==> config.mk <==
export PLATFORM = sky130hd
export DESIGN_NAME = inst_fetch_unit_flat
export DESIGN_NICKNAME = d
export VERILOG_FILES = /design/src/rtl/inst_fetch_unit_if.sv /design/src/rtl/inst_fetch_unit.sv /design/src/flat_wrapper.sv
export SDC_FILE = /design/constraint.sdc
export NUM_CORES = 1
export LEC_CHECK = 0
export ABC_AREA = 1
export BUFFER_PORTS_ARGS = -buffer_cell sky130_fd_sc_hd__buf_2
export CELL_PAD_IN_SITES_DETAIL_PLACEMENT = 1
export CELL_PAD_IN_SITES_GLOBAL_PLACEMENT = 1
export CORE_MARGIN = 3
export CORE_UTILIZATION = 38
export CTS_BUF_LIST = sky130_fd_sc_hd__clkbuf_4 sky130_fd_sc_hd__clkbuf_8
export DETAILED_ROUTE_END_ITERATION = 10
export PLACE_DENSITY = 0.81
export SETUP_SLACK_MARGIN = 0.15
export SYNTH_ARGS = -nofsm -noshare
export SYNTH_HDL_FRONTEND = slang
export SYNTH_SLANG_ARGS = --single-unit
==> constraint.sdc <==
create_clock -name clk -period 3.3 [get_ports clk]
set_input_delay 0.825 -clock clk [delete_from_list [all_inputs] [get_ports clk]]
set_output_delay 0.825 -clock clk [all_outputs]
set_load 0.03 [all_outputs]
==> src/rtl/inst_fetch_unit_if.sv <==
// Fetch-side bus bundle: instruction memory address/data plus the decode valid/ready handshake.
// master = fetch unit, slave = memory/decode side.
interface inst_fetch_unit_if;
   logic [9:0]  imem_addr;
   logic [15:0] imem_inst;
   logic [15:0] ir;
   logic [9:0]  ir_pc;
   logic        ir_valid;
   logic        ir_ready;

   modport master (
      output imem_addr, ir, ir_pc, ir_valid,
      input  imem_inst, ir_ready
   );

   modport slave (
      input  imem_addr, ir, ir_pc, ir_valid,
      output imem_inst, ir_ready
   );
endinterface

==> src/rtl/inst_fetch_unit.sv <==
// Instruction fetch: owns the PC, fetches into a 2-entry prefetch queue feeding decode.
// Optional push counter output fetch_count is enabled by defining FETCH_PERF_EN.
module inst_fetch_unit #(
   parameter int unsigned DEPTH = 2
) (
   input  logic                  clk,
   input  logic                  rst_n,
   input  logic                  start,
   input  logic                  halt,
   input  logic                  redirect,
   input  logic [9:0]            redirect_pc,
`ifdef FETCH_PERF_EN
   output logic [15:0]           fetch_count,
`endif
   inst_fetch_unit_if.master     bus
);

   typedef enum logic [1:0] {
      IDLE   = 2'd0,
      RUN    = 2'd1,
      HALTED = 2'd2
   } state_t;

   state_t      state, state_nxt;
   logic [9:0]  pc;
   logic [1:0]  count;
   logic [9:0]  q_pc   [2];
   logic [15:0] q_inst [2];
   logic        push, pop;

   assign bus.imem_addr = pc;
   assign bus.ir        = q_inst[0];
   assign bus.ir_pc     = q_pc[0];
   assign bus.ir_valid  = (count != '0);

   always_ff @(posedge clk) begin
      if (!rst_n) state <= IDLE;
      else        state <= state_nxt;
   end

   always_comb begin
      state_nxt = state;
      case (state)
         IDLE:    if (start) state_nxt = RUN;
         RUN:     if (halt)  state_nxt = HALTED;
         HALTED:  if (start) state_nxt = RUN;
         default: state_nxt = IDLE;
      endcase
      pop  = bus.ir_valid && bus.ir_ready;
      push = (state == RUN) && !redirect && ((count < 2'(DEPTH)) || pop);
   end

   always_ff @(posedge clk) begin
      if (!rst_n) begin
         pc    <= '0;
         count <= '0;
         for (int unsigned i = 0; i < 2; i++) begin
            q_pc[i]   <= '0;
            q_inst[i] <= '0;
         end
      end else if (redirect) begin
         // a pop in this cycle is squashed along with the rest of the queue
         pc    <= redirect_pc;
         count <= '0;
      end else begin
         if (push) pc <= pc + 10'd1;
         case ({push, pop})
            2'b10: begin
               q_pc[count[0]]   <= pc;
               q_inst[count[0]] <= bus.imem_inst;
               count            <= count + 2'd1;
            end
            2'b01: begin
               q_pc[0]   <= q_pc[1];
               q_inst[0] <= q_inst[1];
               count     <= count - 2'd1;
            end
            2'b11: begin
               // with one entry the incoming word becomes the new head directly
               if (count == 2'd1) begin
                  q_pc[0]   <= pc;
                  q_inst[0] <= bus.imem_inst;
               end else begin
                  q_pc[0]   <= q_pc[1];
                  q_inst[0] <= q_inst[1];
                  q_pc[1]   <= pc;
                  q_inst[1] <= bus.imem_inst;
               end
            end
            default: ;
         endcase
      end
   end

`ifdef FETCH_PERF_EN
   always_ff @(posedge clk) begin
      if (!rst_n)                        fetch_count <= '0;
      else if (push && fetch_count != '1) fetch_count <= fetch_count + 16'd1;
   end
`endif

endmodule

==> src/flat_wrapper.sv <==
// flat-port wrapper written by rule: the top's interface ports become plain ports
module inst_fetch_unit_flat 
#(
   parameter int unsigned DEPTH = 2
)
  (clk, rst_n, start, halt, redirect, redirect_pc, bus_imem_addr, bus_ir, bus_ir_pc, bus_ir_valid, bus_imem_inst, bus_ir_ready);
  inst_fetch_unit_if bus_i ();
  input  logic clk;
  input  logic rst_n;
  input  logic start;
  input  logic halt;
  input  logic redirect;
  input  logic [9:0] redirect_pc;
  output wire logic [$bits(bus_i.imem_addr)-1:0] bus_imem_addr;
  output wire logic [$bits(bus_i.ir)-1:0] bus_ir;
  output wire logic [$bits(bus_i.ir_pc)-1:0] bus_ir_pc;
  output wire logic [$bits(bus_i.ir_valid)-1:0] bus_ir_valid;
  input wire logic [$bits(bus_i.imem_inst)-1:0] bus_imem_inst;
  input wire logic [$bits(bus_i.ir_ready)-1:0] bus_ir_ready;
  assign bus_imem_addr = bus_i.imem_addr;
  assign bus_ir = bus_i.ir;
  assign bus_ir_pc = bus_i.ir_pc;
  assign bus_ir_valid = bus_i.ir_valid;
  assign bus_i.imem_inst = bus_imem_inst;
  assign bus_i.ir_ready = bus_ir_ready;
  inst_fetch_unit #(.DEPTH(DEPTH)) u_core (.clk(clk), .rst_n(rst_n), .start(start), .halt(halt), .redirect(redirect), .redirect_pc(redirect_pc), .bus(bus_i));
endmodule
==> results of run 1 <==
state kept, by name, summed over array words and instances, names as in the netlist:
signal                count
u_core.q_inst            32
u_core.q_pc              20
u_core.bus.imem_addr     10
u_core.count              2
u_core.state              2
metrics by stage:
step | instance area [um2] | util (%) | std cells
after floorplan | 3296 | - | 348
after global placement | 3727 | 45.14 | 516
after detailed placement | 3727 | 45.14 | 516
after CTS | 3974 | 48.12 | 532
after global routing | 3974 | 48.12 | 532
final | 3974 | 48.12 | 532
worst max-delay path by stage:
stage / end / cells after the start
finish: u_core.q_inst[0][10] / 13
global route: u_core.q_inst[0][7] / 12
CTS: u_core.q_inst[0][10] / 13
detailed placement: u_core.q_inst[0][10] / 10
global placement: u_core.q_inst[0][10] / 10
floorplan: u_core.q_inst[1][0] / 7
power groups by stage:
stage / sequential, mW / combinational, mW / clock [mW]
6_report: 0.963 / 0.227 / 0.851
5_1_grt: 0.968 / 0.248 / 0.895
4_1_cts: 0.963 / 0.230 / 0.859
3_5_place_dp: 0.982 / 0.229 / 0
3_3_place_gp: 0.980 / 0.222 / 0
2_1_floorplan: 1.03 / 0.102 / 0
cells by family after synthesis:
logic type / count (synthesis) / share of synthesized area [%]
XOR/XNOR: 2 / 0.5379
AO/OA/AOI/OAI: 21 / 3.880
flip-flops: 66 / 56.55
AND/OR/NAND/NOR: 198 / 28.62
buffers and inverters: 55 / 8.106
adder cells (fa/ha/maj): 6 / 2.305
critical path, delay by kind of cell (launching register included):
family	cells	cell delay, ns
simple gates	5	0.78
buf+inv	5	0.58
fa+ha+maj	2	0.45
flops	1	0.37
compound gates	1	0.27
cells in the final DEF, fill, tap and decap left out, drive strengths merged, types with 2 or more instances in the layout:
cell and count:
ha 6, nand3 12, nor3 29, nor2 110, buf 74, clkbuf 10, inv 44, o21ai 9
a21oi 9, dfxtp 14, clkinv 2, xor2 2, edfxtp 52, bufinv 3, nand4 2, nand2 43
metal layers:
metal / part of all wire, % / wire [um] / vias to the layer above / global-route usage, %
met5: 0 / 0 / - / 0
met4: 1.7 / 144 / 0 / 7.878
met3: 3.7 / 310 / 13 / 2.689
met2: 52 / 4359 / 52 / 31.83
met1: 42 / 3538 / 1246 / 21.84
li1: - / - / 1281 / -
final cells by class:
cell class	count	area (um2)	share of cell area, %
sequential	66	1842	46.35
multi-input combinational	227	1181	29.72
timing repair buffer	74	397.9	10.01
inverter	44	175.2	4.408
clock buffer	10	131.4	3.306
tap	105	131.4	3.306
clock inverter	6	115.1	2.897
==> out/summary.txt, run 1 <==
======================================================================================
Total number of H-tree levels                                                        3
Row count                                                                           33
Peak supply drop                                                             0.2240 mV
Critical path launch point type                                                   flop
X dimension of the die                                                        98.58 um
Antenna-violating nets left                                                          0
Post-synth top flop                                                       sky130_fd_sc_hd__edfxtp_1
CP Launch Point                                                           u_core.count[0]
R2r worst-path depth                                                                13
Period utilisation layout                                                       82.17%
Worst Hold Margin                                                            0.4887 ns
Sort of element at the end of the critical path                                   flop
Cell types with the highest counts after synthesis                        105 x sky130_fd_sc_hd__nor2_1, 52 x sky130_fd_sc_hd__edfxtp_1, 43 x sky130_fd_sc_hd__nand2_1, 41 x sky130_fd_sc_hd__inv_1, 15 x sky130_fd_sc_hd__nor3_2
Number of DRC violations after detailed routing                                      0
Standby leakage power                                                         1.719 nW
CP dominant cell by count                                                 sky130_fd_sc_hd__inv_1
CP Max Fanout                                                                       16
Post-CTS setup buffers                                                               0
Area growth from synthesis to final layout                                      22.01%
Most frequent cell after synthesis                                        sky130_fd_sc_hd__nor2_1
Net count of the finished layout                                                   460
Clock root cell                                                           sky130_fd_sc_hd__clkbuf_8
Startpoint of the most critical hold path                                 u_core.state[1]
Worst path setup slack after routing                                         0.5885 ns
Average detailed-routed wire length per instance                              15.70 um
Global-route total usage across every layer                                     18.04%
Count of warnings emitted by yosys                                                   0
Sequential power share                                                           47.2%
Layout cell share with drive strength beyond 1                                  28.34%
Length of the first detailed-routing pass in iterations                              4
Number of cells on the worst hold path                                               2
Number of enable-type register cells in the synthesized netlist                     52
Starting Density                                                                39.44%
Net count of the mapped netlist                                                    386
Worst path max stage delay                                                     0.37 ns
Ordered cell list for the critical path                                   inv_1 > ha_1 > inv_2 > nand2_2 > nand2_2 > inv_1 > nor2_4 > inv_1 > ha_1 > o211a_1 > nor2_4 > buf_12 > nor3_1
Setup repair after global routing missed its margin                                 no
Number of hold buffers added after cts                                               0
Clock Pin Slew Worst Setup and Hold Paths                                      0.08 ns
Synth Register Bits                                                                 66
Cell type contributing the most total cell area after synthesis           sky130_fd_sc_hd__edfxtp_1
Detailed placement HPWL                                                       5.964 mm
CTS tree                                                                         built
Wire length of the first global-routing pass                                  13.48 mm
Number of buffers on the longest clock path                                          2
Max Clk Rate                                                                 368.8 MHz
Largest net degree at the start of global routing                                   27
TNS Setup                                                                         0 ns
Total of fill cells in the finished design                                         984
Net switching fraction of the power                                             25.78%
Detailed-route wire length                                                    8.352 mm
GPL Wtd Cong                                                                    0.8669
Number of distinct standard cells referenced by the synthesized netlist             29
Number of max-cap violations                                                         0
Share of the synthesized area in the top cell type                              47.94%
Resized cells post-CTS                                                               0
Least-Margin Pin Slew                                                        0.7408 ns
PD cells                                                                  513.4 nW/um2
Clock share of power                                                             41.7%
Number of antenna violations at the first check in global routing                    0
Async set or reset register ratio after synthesis                                   0%
Port bufs                                                                           68
Placeable Area                                                                8258 um2
Power share of the combinational group                                           11.1%
Routed vias/inst                                                                 4.872
Clock Skews                                                                 0.01102 ns
Worst path arrival time                                                        2.82 ns
Share of the yosys chip area belonging to registers                             56.55%
Synth Instances                                                                    348
Worst hold path endpoint                                                  u_core.state[1]
Sink count of the clock tree                                                        66
Worst R2R Setup Slack                                                          0.59 ns
Number of slew-limit violations in the final report                                  0
Slowest stage cell on the critical path                                   sky130_fd_sc_hd__dfxtp_1
Worst EP required                                                              3.41 ns
Outcome                                                                   complete, no violations
Total number of vias                                                              2592
Mean instance size in the synthesized netlist                                9.359 um2
Capture instance of the worst register-to-register path                   u_core.q_inst[0][10]
Startpoint of the most critical register-to-register path                 u_core.count[0]
HP Class                                                                       reg2reg
Final period demand of the worst path                                         2.711 ns
Pint                                                                          1.514 mW
Cell area after synthesis                                                     3257 um2
Iter 0 DRT Violations                                                              142
Worst Setup Path Type                                                          reg2reg
Max transition margin                                                           50.43%
Setup Viol. Count Final                                                              0
Post-route total power                                                        2.040 mW
IO Pins                                                                             69
Net Sw Power                                                                  526.0 uW
Via count of the first global-routing pass                                        2693
Die outline area                                                              9718 um2
Number of endpoints with negative hold slack in the final report                     0
Die boundary height                                                           98.58 um
Clk Latency, worst-skew pair                                                   0.35 ns
GR Overflow Total                                                                    0
Setup slack after placement                                                  0.3835 ns
ANT cells                                                                            0
Total clock buffers created by CTS                                                   9
Largest cells by area after synthesis                                     sky130_fd_sc_hd__edfxtp_1 48%, sky130_fd_sc_hd__nor2_1 12%, sky130_fd_sc_hd__dfxtp_1 8.6%
======================================================================================
No activity file was read; power rests on OpenSTA's default activity.
==> run 2, diff against run 1 <==
- CORE_UTILIZATION: 38 -> 43
- PLACE_DENSITY: 0.81 -> 0.87
- clock period: 3.3 -> 2.8 ns (I/O delays scaled with it)
==> run 2 against run 1 <==
Compared with the run above: sequential power up 18%; clock-buffer cell count down 1; worst setup slack worse by 0.25 ns; combinational power up 22%; critical path depth down 1; via count up 1.4%; highest routed layer unchanged.
==> out/summary.txt, run 2 (synthesized netlist as in run 1, its figures left out) <==
================================================================================
Clock Pin Slew Worst Setup and Hold Paths                                0.08 ns
Outcome                                                             complete, no violations
Average detailed-routed wire length per instance                        16.61 um
Number of flip-flops in the largest register                                  32
ANT cells                                                                      0
Critical path launch point type                                             flop
Net count of the finished layout                                             459
Number of buffers on the longest clock path                                    2
Total clock buffers created by CTS                                             9
X dimension of the die                                                  93.03 um
Max Clk Rate                                                           406.3 MHz
Detailed-route wire length                                              8.719 mm
Startpoint of the most critical register-to-register path           u_core.count[0]
Sink count of the clock tree                                                  66
Placed cells                                                                 508
Setup Viol. Count Final                                                        0
HP Class                                                                 reg2reg
Port bufs                                                                     68
Number of endpoints with negative hold slack in the final report               0
Worst R2R Setup Slack                                                    0.34 ns
Final period demand of the worst path                                   2.462 ns
Worst path setup slack after routing                                   0.3385 ns
Global-route total usage across every layer                               21.10%
Post-placement cell area                                                3749 um2
Die outline area                                                        8655 um2
Total number of H-tree levels                                                  3
Largest net degree at the start of global routing                             27
Clock Skews                                                          0.007210 ns
Routed vias/inst                                                           5.008
Starting Density                                                          44.66%
Via count of the first global-routing pass                                  2778
Worst hold path endpoint                                            u_core.state[1]
Worst EP required                                                        2.89 ns
IO Pins                                                                       69
Area growth from synthesis to final layout                                21.78%
Non-filler cells in the finished layout                                      525
Slowest stage cell on the critical path                             sky130_fd_sc_hd__dfxtp_2
Worst Hold Margin                                                      0.4940 ns
Least-Margin Pin Slew                                                  0.6345 ns
Number of max-cap violations                                                   0
Worst path max stage delay                                               0.36 ns
Number of antenna violations at the first check in global routing              0
CP Max Fanout                                                                 26
Antenna-violating nets left                                                    0
Standby leakage power                                                   1.707 nW
CTS tree                                                                   built
Placeable Area                                                          7292 um2
Layout cell share with drive strength beyond 1                            29.11%
Startpoint of the most critical hold path                           u_core.state[1]
Max transition margin                                                     57.60%
Final std cell area, no fill                                            3966 um2
R2r worst-path depth                                                          12
Worst Setup Path Type                                                    reg2reg
Period utilisation layout                                                 87.91%
Row count                                                                     31
Capture instance of the worst register-to-register path             u_core.q_pc[0][0]
Peak supply drop                                                       0.2398 mV
Commonest non-fill, non-tap cell in the layout                      sky130_fd_sc_hd__nor2_1
Highest-count cells in the layout ignoring fill and taps            105 x sky130_fd_sc_hd__nor2_1, 68 x sky130_fd_sc_hd__buf_2, 52 x sky130_fd_sc_hd__edfxtp_1
Register containing the most flip-flops in the final layout         u_core.q_inst
Setup slack after placement                                            0.1177 ns
GPL Wtd Cong                                                              0.9136
Length of the first detailed-routing pass in iterations                        4
PD cells                                                            561.3 nW/um2
Die boundary height                                                     93.03 um
Ordered cell list for the critical path                             inv_2 > ha_2 > inv_4 > nand2_2 > nand2_2 > inv_2 > nor2_4 > inv_1 > ha_1 > o211a_1 > nand3b_1 > buf_12
Number of DRC violations after detailed routing                                0
Total number of vias                                                        2629
Iter 0 DRT Violations                                                        173
Number of hold buffers added after cts                                         0
Number of cells on the worst hold path                                         2
Number of slew-limit violations in the final report                            0
Clock root cell                                                     sky130_fd_sc_hd__clkbuf_8
Detailed placement HPWL                                                 6.121 mm
Sort of element at the end of the critical path                             flop
GR Overflow Total                                                              0
Setup repair after global routing missed its margin                           no
Clk Latency, worst-skew pair                                             0.34 ns
Worst path arrival time                                                  2.56 ns
Wire length of the first global-routing pass                            13.97 mm
================================================================================
[run 2: worst max-delay path: cells and delay by family (launching register included)]
kind	cells	cell delay (ns)
and+or+nand+nor	4	0.63
AOI/OAI and AO/OA	1	0.28
adders and majority gates	2	0.43
DFF	1	0.36
buffers and inverters	5	0.51
[run 2: final cells by class]
cell class | count | area (um2)
Inverter | 44 | 177.7
Fill cell | 874 | 3326
Timing Repair Buffer | 72 | 420.4
Sequential cell | 66 | 1843
Multi-Input combinational cell | 228 | 1200
Clock inverter | 7 | 77.57
Tap cell | 99 | 123.9
Clock buffer | 9 | 123.9
[run 2: worst max-delay path by stage]
| stage | start | to | slack, ns | cells past startpoint |
|---|---|---|---|---|
| after floorplan | redirect | u_core.q_inst[1][0] | -0.28 | 7 |
| after global placement | redirect | u_core.q_pc[0][7] | 0.21 | 9 |
| after detailed placement | redirect | u_core.q_inst[0][11] | 0.12 | 9 |
| after CTS | u_core.count[0] | u_core.q_inst[0][2] | 0.24 | 12 |
| after global routing | u_core.count[0] | u_core.q_inst[0][6] | 0.16 | 13 |
| final | u_core.count[0] | u_core.q_pc[0][0] | 0.34 | 12 |
[run 2: what timing repair did]
item / 4_1_cts / 5_1_grt
resized for setup: 0 / 1
setup endpoints to repair: 0 / 29
hold endpoints to repair: 0 / 0
buffers inserted: 0 / 0
[run 2: stage by stage]
step	power, mW	setup TNS, ns	util, %
6_report	2.226	0	54.39
5_1_grt	2.318	0	54.39
4_1_cts	2.237	0	54.17
3_5_place_dp	1.434	0	51.41
3_3_place_gp	1.421	0	51.41
2_1_floorplan	1.330	-9.016	-
[run 2: report_power, final]
part	internal [mW]	switching, mW	total (mW)
logic	0.0837	0.194	0.278
clock network	0.417	0.396	0.813
registers	1.10	0.0335	1.14
[run 2: routing by layer]
metal  share of wire (%)  vias up  GRT usage [%]
li1                    -     1279              -
met1                  41     1262          25.16
met2                  53       70          37.49
met3                 4.0       18          3.540
met4                 2.4        0          8.913
met5                   0        -              0
